<file path="src/rtl/spectrum_bar_buffer_if.sv">
// Magnitude stream from the FFT magnitude stage into the bar buffer.
// A sample moves on a clock where i_mag_valid and o_mag_ready are both high.
//   i_mag        : FFT bin magnitude, unsigned
//   i_mag_valid  : i_mag / i_mag_last are valid
//   i_mag_last   : final bin of an FFT frame
//   o_mag_ready  : buffer accepts a sample
// Modports: master = sample source, slave = spectrum_bar_buffer.
interface spectrum_bar_buffer_if #(
   parameter int unsigned IN_W = 16
) ();
   logic [IN_W-1:0] i_mag;
   logic            i_mag_valid;
   logic            i_mag_last;
   logic            o_mag_ready;

   modport master (output i_mag, output i_mag_valid, output i_mag_last, input o_mag_ready);
   modport slave  (input i_mag, input i_mag_valid, input i_mag_last, output o_mag_ready);
endinterface

</file>
<file path="src/rtl/spectrum_bar_buffer.sv">
// Double-buffered spectrum bar heights. FFT bin magnitudes are merged
// BINS_PER_BAR at a time (running max), scaled to pixels and saturated into a
// back buffer. A completed frame is swapped into the front buffer on the next
// rising edge of the renderer's vsync, so the renderer sees stable heights.
// Ports:
//   i_clk         : clock, rising edge
//   i_reset       : synchronous, active-low reset
//   mag_if        : magnitude stream (slave modport)
//   i_vsync       : renderer vertical-sync level
//   o_bar_height  : front-buffer heights, bar k at [k*H_W +: H_W]
//   o_frame_done  : one-cycle pulse when the front buffer is updated
//   o_frame_err   : sticky, a frame had the wrong length
// Optional macro BAR_PEAK_HOLD_EN: front bars fall by at most DECAY per swap.
module spectrum_bar_buffer #(
   parameter int unsigned NUM_BARS     = 16,
   parameter int unsigned BINS_PER_BAR = 4,
   parameter int unsigned IN_W         = 16,
   parameter int unsigned H_W          = 10,
   parameter int unsigned SHIFT        = 6,
   parameter int unsigned MAX_H        = 480,
   parameter int unsigned DECAY        = 8
) (
   input  logic                    i_clk,
   input  logic                    i_reset,
   spectrum_bar_buffer_if.slave    mag_if,
   input  logic                    i_vsync,
   output logic [NUM_BARS*H_W-1:0] o_bar_height,
   output logic                    o_frame_done,
   output logic                    o_frame_err
);

   localparam int unsigned BIN_W = (BINS_PER_BAR > 1) ? $clog2(BINS_PER_BAR) : 1;
   localparam int unsigned BAR_W = (NUM_BARS > 1) ? $clog2(NUM_BARS) : 1;

   // Heights and decay step must be representable in H_W bits.
   if (MAX_H >= (32'd1 << H_W) || DECAY >= (32'd1 << H_W)) begin : g_cfg_check
      $error("spectrum_bar_buffer: MAX_H or DECAY does not fit in H_W bits");
   end

   typedef enum logic [1:0] {ACCUM, DRAIN, HOLD} state_t;

   state_t           state_q, state_d;
   logic [BIN_W-1:0] bin_q, bin_d;
   logic [BAR_W-1:0] bar_q, bar_d;
   logic [IN_W-1:0]  max_q, max_d;
   logic [H_W-1:0]   back_q  [NUM_BARS];
   logic [H_W-1:0]   back_d  [NUM_BARS];
   logic [H_W-1:0]   front_q [NUM_BARS];
   logic [H_W-1:0]   front_d [NUM_BARS];
   logic             vsync_q;
   logic             ready_q, ready_d;
   logic             done_q, done_d;
   logic             err_q, err_d;

   logic             xfer_c;
   logic             vsync_edge_c;
   logic             bin_last_c;
   logic             bar_last_c;
   logic [IN_W-1:0]  cur_max_c;

   // Scale a magnitude to pixels and saturate at MAX_H.
   function automatic logic [H_W-1:0] to_height(input logic [IN_W-1:0] m);
      logic [IN_W-1:0] s;
      s = m >> SHIFT;
      if (s > IN_W'(MAX_H)) return H_W'(MAX_H);
      return H_W'(s);
   endfunction

   assign xfer_c       = mag_if.i_mag_valid & ready_q;
   assign vsync_edge_c = i_vsync & ~vsync_q;
   assign bin_last_c   = (bin_q == BIN_W'(BINS_PER_BAR - 1));
   assign bar_last_c   = (bar_q == BAR_W'(NUM_BARS - 1));
   assign cur_max_c    = (mag_if.i_mag > max_q) ? mag_if.i_mag : max_q;

   // Next-state and datapath update.
   always_comb begin
`ifdef BAR_PEAK_HOLD_EN
      logic [H_W-1:0] dec;
      dec = '0;
`endif
      state_d = state_q;
      bin_d   = bin_q;
      bar_d   = bar_q;
      max_d   = max_q;
      back_d  = back_q;
      front_d = front_q;
      done_d  = 1'b0;
      err_d   = err_q;

      case (state_q)
         ACCUM: begin
            if (xfer_c) begin
               if (bin_last_c || mag_if.i_mag_last) back_d[bar_q] = to_height(cur_max_c);
               if (mag_if.i_mag_last) begin
                  // Short frame: bars never reached read as empty.
                  for (int unsigned k = 0; k < NUM_BARS; k++)
                     if (k > 32'(bar_q)) back_d[k] = '0;
                  if (!(bin_last_c && bar_last_c)) err_d = 1'b1;
                  state_d = HOLD;
                  bin_d   = '0;
                  bar_d   = '0;
                  max_d   = '0;
               end else if (bin_last_c && bar_last_c) begin
                  // Buffer full but no frame end yet: flush the rest.
                  err_d   = 1'b1;
                  state_d = DRAIN;
                  bin_d   = '0;
                  bar_d   = '0;
                  max_d   = '0;
               end else if (bin_last_c) begin
                  bin_d = '0;
                  bar_d = bar_q + BAR_W'(1);
                  max_d = '0;
               end else begin
                  bin_d = bin_q + BIN_W'(1);
                  max_d = cur_max_c;
               end
            end
         end
         DRAIN: begin
            if (xfer_c && mag_if.i_mag_last) state_d = HOLD;
         end
         HOLD: begin
            if (vsync_edge_c) begin
               for (int unsigned k = 0; k < NUM_BARS; k++) begin
`ifdef BAR_PEAK_HOLD_EN
                  dec = (front_q[k] > H_W'(DECAY)) ? front_q[k] - H_W'(DECAY) : '0;
                  front_d[k] = (back_q[k] > dec) ? back_q[k] : dec;
`else
                  front_d[k] = back_q[k];
`endif
               end
               done_d  = 1'b1;
               state_d = ACCUM;
            end
         end
         default: state_d = ACCUM;
      endcase

      ready_d = (state_d != HOLD);
   end

   // State and datapath registers.
   always_ff @(posedge i_clk) begin
      if (!i_reset) begin
         state_q <= ACCUM;
         bin_q   <= '0;
         bar_q   <= '0;
         max_q   <= '0;
         back_q  <= '{default: '0};
         front_q <= '{default: '0};
         vsync_q <= 1'b0;
         ready_q <= 1'b1;
         done_q  <= 1'b0;
         err_q   <= 1'b0;
      end else begin
         state_q <= state_d;
         bin_q   <= bin_d;
         bar_q   <= bar_d;
         max_q   <= max_d;
         back_q  <= back_d;
         front_q <= front_d;
         vsync_q <= i_vsync;
         ready_q <= ready_d;
         done_q  <= done_d;
         err_q   <= err_d;
      end
   end

   for (genvar k = 0; k < NUM_BARS; k++) begin : g_pack
      assign o_bar_height[k*H_W +: H_W] = front_q[k];
   end

   assign mag_if.o_mag_ready = ready_q;
   assign o_frame_done       = done_q;
   assign o_frame_err        = err_q;

endmodule

</file>
<file path="src/flat_wrapper.sv">
// flat-port wrapper written by rule: the top's interface ports become plain ports
module spectrum_bar_buffer_flat 
#(
   parameter int unsigned NUM_BARS     = 16,
   parameter int unsigned BINS_PER_BAR = 4,
   parameter int unsigned IN_W         = 16,
   parameter int unsigned H_W          = 10,
   parameter int unsigned SHIFT        = 6,
   parameter int unsigned MAX_H        = 480,
   parameter int unsigned DECAY        = 8
)
  (i_clk, i_reset, i_vsync, o_bar_height, o_frame_done, o_frame_err, mag_if_i_mag, mag_if_i_mag_valid, mag_if_i_mag_last, mag_if_o_mag_ready);
  spectrum_bar_buffer_if #(.IN_W(IN_W)) mag_if_i ();
  input  logic i_clk;
  input  logic i_reset;
  input  logic i_vsync;
  output logic [NUM_BARS*H_W-1:0] o_bar_height;
  output logic o_frame_done;
  output logic o_frame_err;
  input wire logic [$bits(mag_if_i.i_mag)-1:0] mag_if_i_mag;
  input wire logic [$bits(mag_if_i.i_mag_valid)-1:0] mag_if_i_mag_valid;
  input wire logic [$bits(mag_if_i.i_mag_last)-1:0] mag_if_i_mag_last;
  output wire logic [$bits(mag_if_i.o_mag_ready)-1:0] mag_if_o_mag_ready;
  assign mag_if_i.i_mag = mag_if_i_mag;
  assign mag_if_i.i_mag_valid = mag_if_i_mag_valid;
  assign mag_if_i.i_mag_last = mag_if_i_mag_last;
  assign mag_if_o_mag_ready = mag_if_i.o_mag_ready;
  spectrum_bar_buffer #(.NUM_BARS(NUM_BARS), .BINS_PER_BAR(BINS_PER_BAR), .IN_W(IN_W), .H_W(H_W), .SHIFT(SHIFT), .MAX_H(MAX_H), .DECAY(DECAY)) u_core (.i_clk(i_clk), .i_reset(i_reset), .mag_if(mag_if_i), .i_vsync(i_vsync), .o_bar_height(o_bar_height), .o_frame_done(o_frame_done), .o_frame_err(o_frame_err));
endmodule
</file>
<file path="config.mk">
export PLATFORM = sky130hd
export DESIGN_NAME = spectrum_bar_buffer_flat
export DESIGN_NICKNAME = d
export VERILOG_FILES = /design/src/rtl/spectrum_bar_buffer_if.sv /design/src/rtl/spectrum_bar_buffer.sv /design/src/flat_wrapper.sv
export SDC_FILE = /design/constraint.sdc
export NUM_CORES = 1
export LEC_CHECK = 0
export BUFFER_PORTS_ARGS = -buffer_cell sky130_fd_sc_hd__buf_2
export CAP_MARGIN = 10
export CORE_UTILIZATION = 45
export DETAILED_ROUTE_END_ITERATION = 7
export PLACE_DENSITY = 0.63
export SLEW_MARGIN = 30
export SYNTH_ARGS = -nofsm -noshare
export SYNTH_HDL_FRONTEND = slang
export SYNTH_SLANG_ARGS = --single-unit
</file>
<file path="constraint.sdc">
create_clock -name i_clk -period 3.7 [get_ports i_clk]
set_input_delay 0 -clock i_clk [delete_from_list [all_inputs] [get_ports i_clk]]
set_output_delay 0 -clock i_clk [all_outputs]
set_load 0.02 [all_outputs]
</file>
-- After elaboration in Yosys (flattened, before gate mapping)
Index checks and enable logic that the tools add are counted.
- bitwise operators: 4
- reductions and logical operators: 15
- $add $sub $neg: 2
- mux-type cells: 49
- equality and inequality tests: 6
- magnitude comparators: 19
- operator list (operator ; number):
    150-bit 2-to-1 mux ; 2
    10-bit 2-to-1 mux ; 21
    160-bit bitwise mux ; 1
    16-bit 2-to-1 mux ; 4
    10-bit demux with 4-bit select ; 1
    4-bit > comparator, first input constant ; 8
    16-bit > comparator ; 1
    3-bit by 4-bit > comparator with 1-bit output, first input constant ; 4
    2-bit 2-to-1 mux ; 8
    4-bit 2-to-1 mux ; 3
    10-bit by 9-bit > comparator with 1-bit output, second input constant ; 1
    3-bit AND reduction ; 3
    2-bit by 4-bit > comparator with 1-bit output, first input constant ; 2
    1-bit 2-to-1 mux ; 8
    2-bit one-hot mux with 3 select lines ; 1
    2-bit AND reduction ; 3
    5-bit greater-or-equal comparator, second input constant ; 1
    5-bit by 1-bit less-than comparator with 1-bit output, second input constant ; 1
    4-bit inverter with 5-bit output ; 1
    4-bit by 1-bit adder with 4-bit output, second input constant ; 1
    2-bit == test, second input constant ; 2
    4-bit == test, second input constant ; 1
    1-bit by 4-bit > comparator with 1-bit output, first input constant ; 1
    2-bit inequality test, second input constant ; 2
    11 further kinds ; 14
- bits in registers: 348
- input port bits: 21
- output and inout bits: 163

-- Depth between registers and ports, before layout
- depth after elaboration: 15
- gate-level depth with buffers: 11
- gate-level depth less buffers: 8

-- Worst setup path after synthesis
No wires, ideal clock.
- path kind: reg-to-reg
- start point: register u_core.max_q[13]
- end point: register u_core.back_q[118] (netlist name)
- slack: 1077 ps
- cell stages (with the launch flop): 12
- data arrival time: 2506 ps
- setup time: 117 ps
- path buffers: 3
- path through: dfxtp_1 > inv_1 > ha_1 > a21o_1 > a21o_1 > a2111o_1 > o31a_1 > buf_6 > buf_12 > mux2i_4 > buf_4 > a22o_1
- longest elaborated chain between the ends: 15
- ends and longest elaborated chain (item ; line ; RTL):
    start, declared ; spectrum_bar_buffer.sv:45 ; logic [IN_W-1:0] max_q, max_d;
    start signal, assigned ; spectrum_bar_buffer.sv:160 ; max_q <= max_d;
    16-bit > comparator ; spectrum_bar_buffer.sv:73 ; assign cur_max_c = (mag_if.i_mag > max_q) ? mag_if.i_mag : max_q;
    16-bit 2-to-1 mux (*) ; spectrum_bar_buffer.sv:73 ;
    10-bit by 9-bit > comparator with 1-bit output ; spectrum_bar_buffer.sv:65 ; if (s > IN_W'(MAX_H)) return H_W'(MAX_H);
    1-bit 2-to-1 mux ; spectrum_bar_buffer.sv:65 ;
    1-bit 2-to-1 mux ; spectrum_bar_buffer.sv:93 ; if (bin_last_c || mag_if.i_mag_last) back_d[bar_q] = to_height(cur_max_c);
    1-bit 2-to-1 mux ; spectrum_bar_buffer.sv:92 ; if (xfer_c) begin
    1-bit 2-to-1 mux ; spectrum_bar_buffer.sv:90 ; case (state_q)
    10-bit 2-to-1 mux (*) ; spectrum_bar_buffer.sv:66 ; return H_W'(s);
    10-bit 2-to-1 mux (*) ; spectrum_bar_buffer.sv:93 ;
    10-bit 2-to-1 mux (*) ; spectrum_bar_buffer.sv:92 ;
    10-bit 2-to-1 mux (*) ; spectrum_bar_buffer.sv:90 ;
    160-bit bitwise mux (*) ; spectrum_bar_buffer.sv:93 ;
    150-bit 2-to-1 mux (*) ; spectrum_bar_buffer.sv:93 ;
    10-bit 2-to-1 mux ; spectrum_bar_buffer.sv:97 ; if (k > 32'(bar_q)) back_d[k] = '0;
    150-bit 2-to-1 mux (*) ; spectrum_bar_buffer.sv:94 ; if (mag_if.i_mag_last) begin
    end signal, assigned ; spectrum_bar_buffer.sv:161 ; back_q <= back_d;
    end, declared ; spectrum_bar_buffer.sv:46 ; logic [H_W-1:0] back_q [NUM_BARS];
Mark *: on every way between the ends. The rest lies on a longest branch, timed or not. The select of a mux whose other input is x is not followed.
A chain may end at the register's enable or synchronous reset.

-- Worst setup path after layout
- start point: register u_core.max_q[15]
- end point: register u_core.back_q[60] (netlist name)
The elaborated chain is that of the path after synthesis.

==> out/metrics.yaml <==
rsz0062_at_grt: "false"
start_util_pct: 45.80
ir_worst_vdd_mv: 0.3510
cp_max_fo: 15
min_period_ps: 3188
synth_seq_cells: 348
synth_edf_count: 0
instances_no_fill: 1991
synth_cells: 1421
gr-usage-met1_pct: 33.86
synth_top_area_share_pct: 54.75
gp_congestion: 0.8920
drt_wl_total_um: 34300
seq_area_frac_synth_pct: 54.75
slew_violations: 0
finClkSkew_ps: 11.96
power.switching_mw: 1.822
die_area_um2: 28950
p_leak_nw: 6.038
numPortBuffers: 183
core-area_um2: 27780
vias: 10595
cpMaxStageDelayCell: "mux2_2"
fin_setup_tns_ps: 0
dp_cells: 1911
synth.distinct_cells: 51
die_width_um: 170.2
critPathArrivalTime_ps: 3610
drt-initial-drc-count: 911
drive_gt1_share_pct: 17.85
max_freq_mhz: 313.7
synth_top_cell_by_area: "dfxtp_1"
cts_root_buffer: "clkbuf_16"
dp_hpwl_um: 22830
swShare_pct: 23.15
cts_inserted_buffers: 37
synthFlopType: "dfxtp_1"
crit_path_cell_trace: "inv_1, ha_1, nand4_1, nor4_1, a21boi_0, o31a_2, buf_4, mux2_2, o21ai_0"
required_ps: 4120
first_pass_iters: 5
grt_pass1_wl_um: 54140
clkSinkCount: 348
wire_per_inst_um: 17.23
cts_buffer_depth: 3
end_kind: "flop"
finalSetupViolCount: 0
postCtsSetupBuffers: 0
antenna_found_initial: 0
viasPerCell: 5.321
grt_max_degree: 92
hold_violations: 0
synth.most_common_cell: "nand2_1"
slew_headroom_pct: 36.75
crit_type: "flop to flop"
synth.cell_area_um2: 12720
worst_pin_slew_ps: 945.3
use_met3_pct: 3.767
yosysWarnings: 0
cts_tree: "built"
die_y_um: 170.2
core.rowCount: 61
p_seq_share_pct: 48.0
area_growth_pct: 19.97
synth_commonest_cells: "nand2_1 (413), dfxtp_1 (348), a21oi_1 (185)"
grt_pass1_vias: 9924
cp-start-kind: "flop"
power.share.clock_pct: 45.8
ios: 184
hold_class: "input pin to flop"
grtUsageTotal_pct: 23.50
insertion_delay_ps: 520
drc_errors: 0
synth_area_leaders: "dfxtp_1 (55%), nand2_1 (12%), a21oi_1 (7.3%)"
p_per_area_nw_per_um2: 515.7
p_comb_share_pct: 6.3
diodes: 0
cpPeakStageDelay_ps: 440
synthArstFlopShare_pct: 0
top_usage_layer: "met2"
cts_max_level: 2
maxCapViolCount: 0
internal-power_mw: 6.050
fin_nets: 1633
clk_pin_slew_ps: 60
outcome: "complete, no violations"
avgSynthCellArea_um2: 8.954
use_met2_pct: 36.24
antenna_left: 0
fin_crit_sh_pct: 86.15
overflow: 0
synthesis.nets: 1464
==> registers in the layout, indices dropped and copies added, names as in the netlist, 2 cells and up <==
| name | flops |
|---|---|
| u_core.state_q | 2 |
| u_core.o_bar_height | 160 |
| u_core.bar_q | 4 |
| u_core.back_q | 160 |
| u_core.bin_q | 2 |
| u_core.max_q | 16 |
==> logic make-up after synthesis <==
family          Yosys count  synth area share (%)
compound gates          372                 18.79
xor+xnor                  1               0.06885
fa+ha+maj                22                 2.163
buf+inv                 114                 3.707
flops                   348                 54.75
mux                      30                 3.196
simple gates            534                 17.32
==> worst paths after layout <==
| kind | start | endpoint | slack, ps | cells after the start |
|---|---|---|---|---|
| hold / removal | i_reset | u_core.o_frame_done$_SDFF_PN0_ | 30 | 3 |
| setup reg to reg | u_core.max_q[15]$_SDFFE_PN0P_ | u_core.back_q[60]$_SDFFE_PN0P_ | 510 | 9 |
| hold reg to reg | u_core.o_bar_height[139]$_SDFFE_PN0P_ | u_core.o_bar_height[139]$_SDFFE_PN0P_ | 450 | 2 |
| setup / recovery | u_core.max_q[15]$_SDFFE_PN0P_ | u_core.back_q[60]$_SDFFE_PN0P_ | 510 | 9 |
==> cell usage in the layout (no fill, tap or decap), types with 5 or more instances in the layout <==
| master | count |
|---|---|
| o21ai_0 | 49 |
| o32ai_1 | 10 |
| clkinv_2 | 7 |
| nor3_1 | 6 |
| a22o_1 | 92 |
| nor2b_1 | 6 |
| nor4_1 | 5 |
| and3_1 | 12 |
| mux2_2 | 10 |
| nand2_1 | 413 |
| a32o_1 | 15 |
| ha_1 | 22 |
| clkbuf_16 | 39 |
| clkbuf_1 | 8 |
| dfxtp_1 | 348 |
| buf_2 | 183 |
| dlygate4sd3_1 | 18 |
| mux2i_4 | 6 |
| inv_1 | 22 |
| o2bb2ai_1 | 6 |
| nand4_1 | 5 |
| mux2i_1 | 6 |
| nand3_1 | 8 |
| buf_4 | 19 |
| nor2_1 | 46 |
| a21oi_1 | 185 |
| mux2i_2 | 8 |
| and2_1 | 18 |
==> power groups by stage <==
stage | combinational [mW] | sequential (mW) | clock [mW]
final | 0.492 | 3.78 | 3.60
after global routing | 0.531 | 3.78 | 3.82
after global placement | 0.471 | 3.86 | 0
after CTS | 0.492 | 3.78 | 3.65
after floorplan | 0.314 | 3.86 | 0
after detailed placement | 0.474 | 3.86 | 0
==> worst max-delay path, delay by kind of cell, from the launching register on <==
kind / cells / cell delay, ps
flops: 1 / 420
buf+inv: 2 / 460
mux: 1 / 440
fa+ha+maj: 1 / 300
compound gates: 3 / 910
simple gates: 2 / 560
==> area by class of cell <==
class	instances	area [um2]
clock buffer	51	1061
clock inverter	11	112.6
fill	2617	12520
inverter	23	91.34
multi-input combinational	959	5301
sequential	348	6967
tap	378	473.0
timing repair buffer	221	1259
==> per-layer routing <==
| layer | share of wire, % | vias up |
|---|---|---|
| li1 | - | 5217 |
| met1 | 47 | 5020 |
| met2 | 44 | 305 |
| met3 | 6.0 | 53 |
| met4 | 2.0 | 0 |
| met5 | 0 | - |
==> stage by stage <==
stage                     hold WS, ps  area, um2  power (mW)  worst slack (ps)  utilization [%]
after floorplan                 116.9      12720       4.172              1077                -
after global placement          216.3      13910       4.331             756.9            50.07
after detailed placement        221.0      13910       4.334             629.5            50.07
after CTS                       16.48      15260       7.922             560.2            54.95
after global routing            53.41      15260       8.132             268.4            54.95
final                           26.91      15260       7.873             512.4            54.95
==> timing repair <==
item,CTS,global route
gates resized for setup,0,0
endpoints found under the hold margin,18,0
hold buffers,18,0
(Power assumes the default switching activity.)
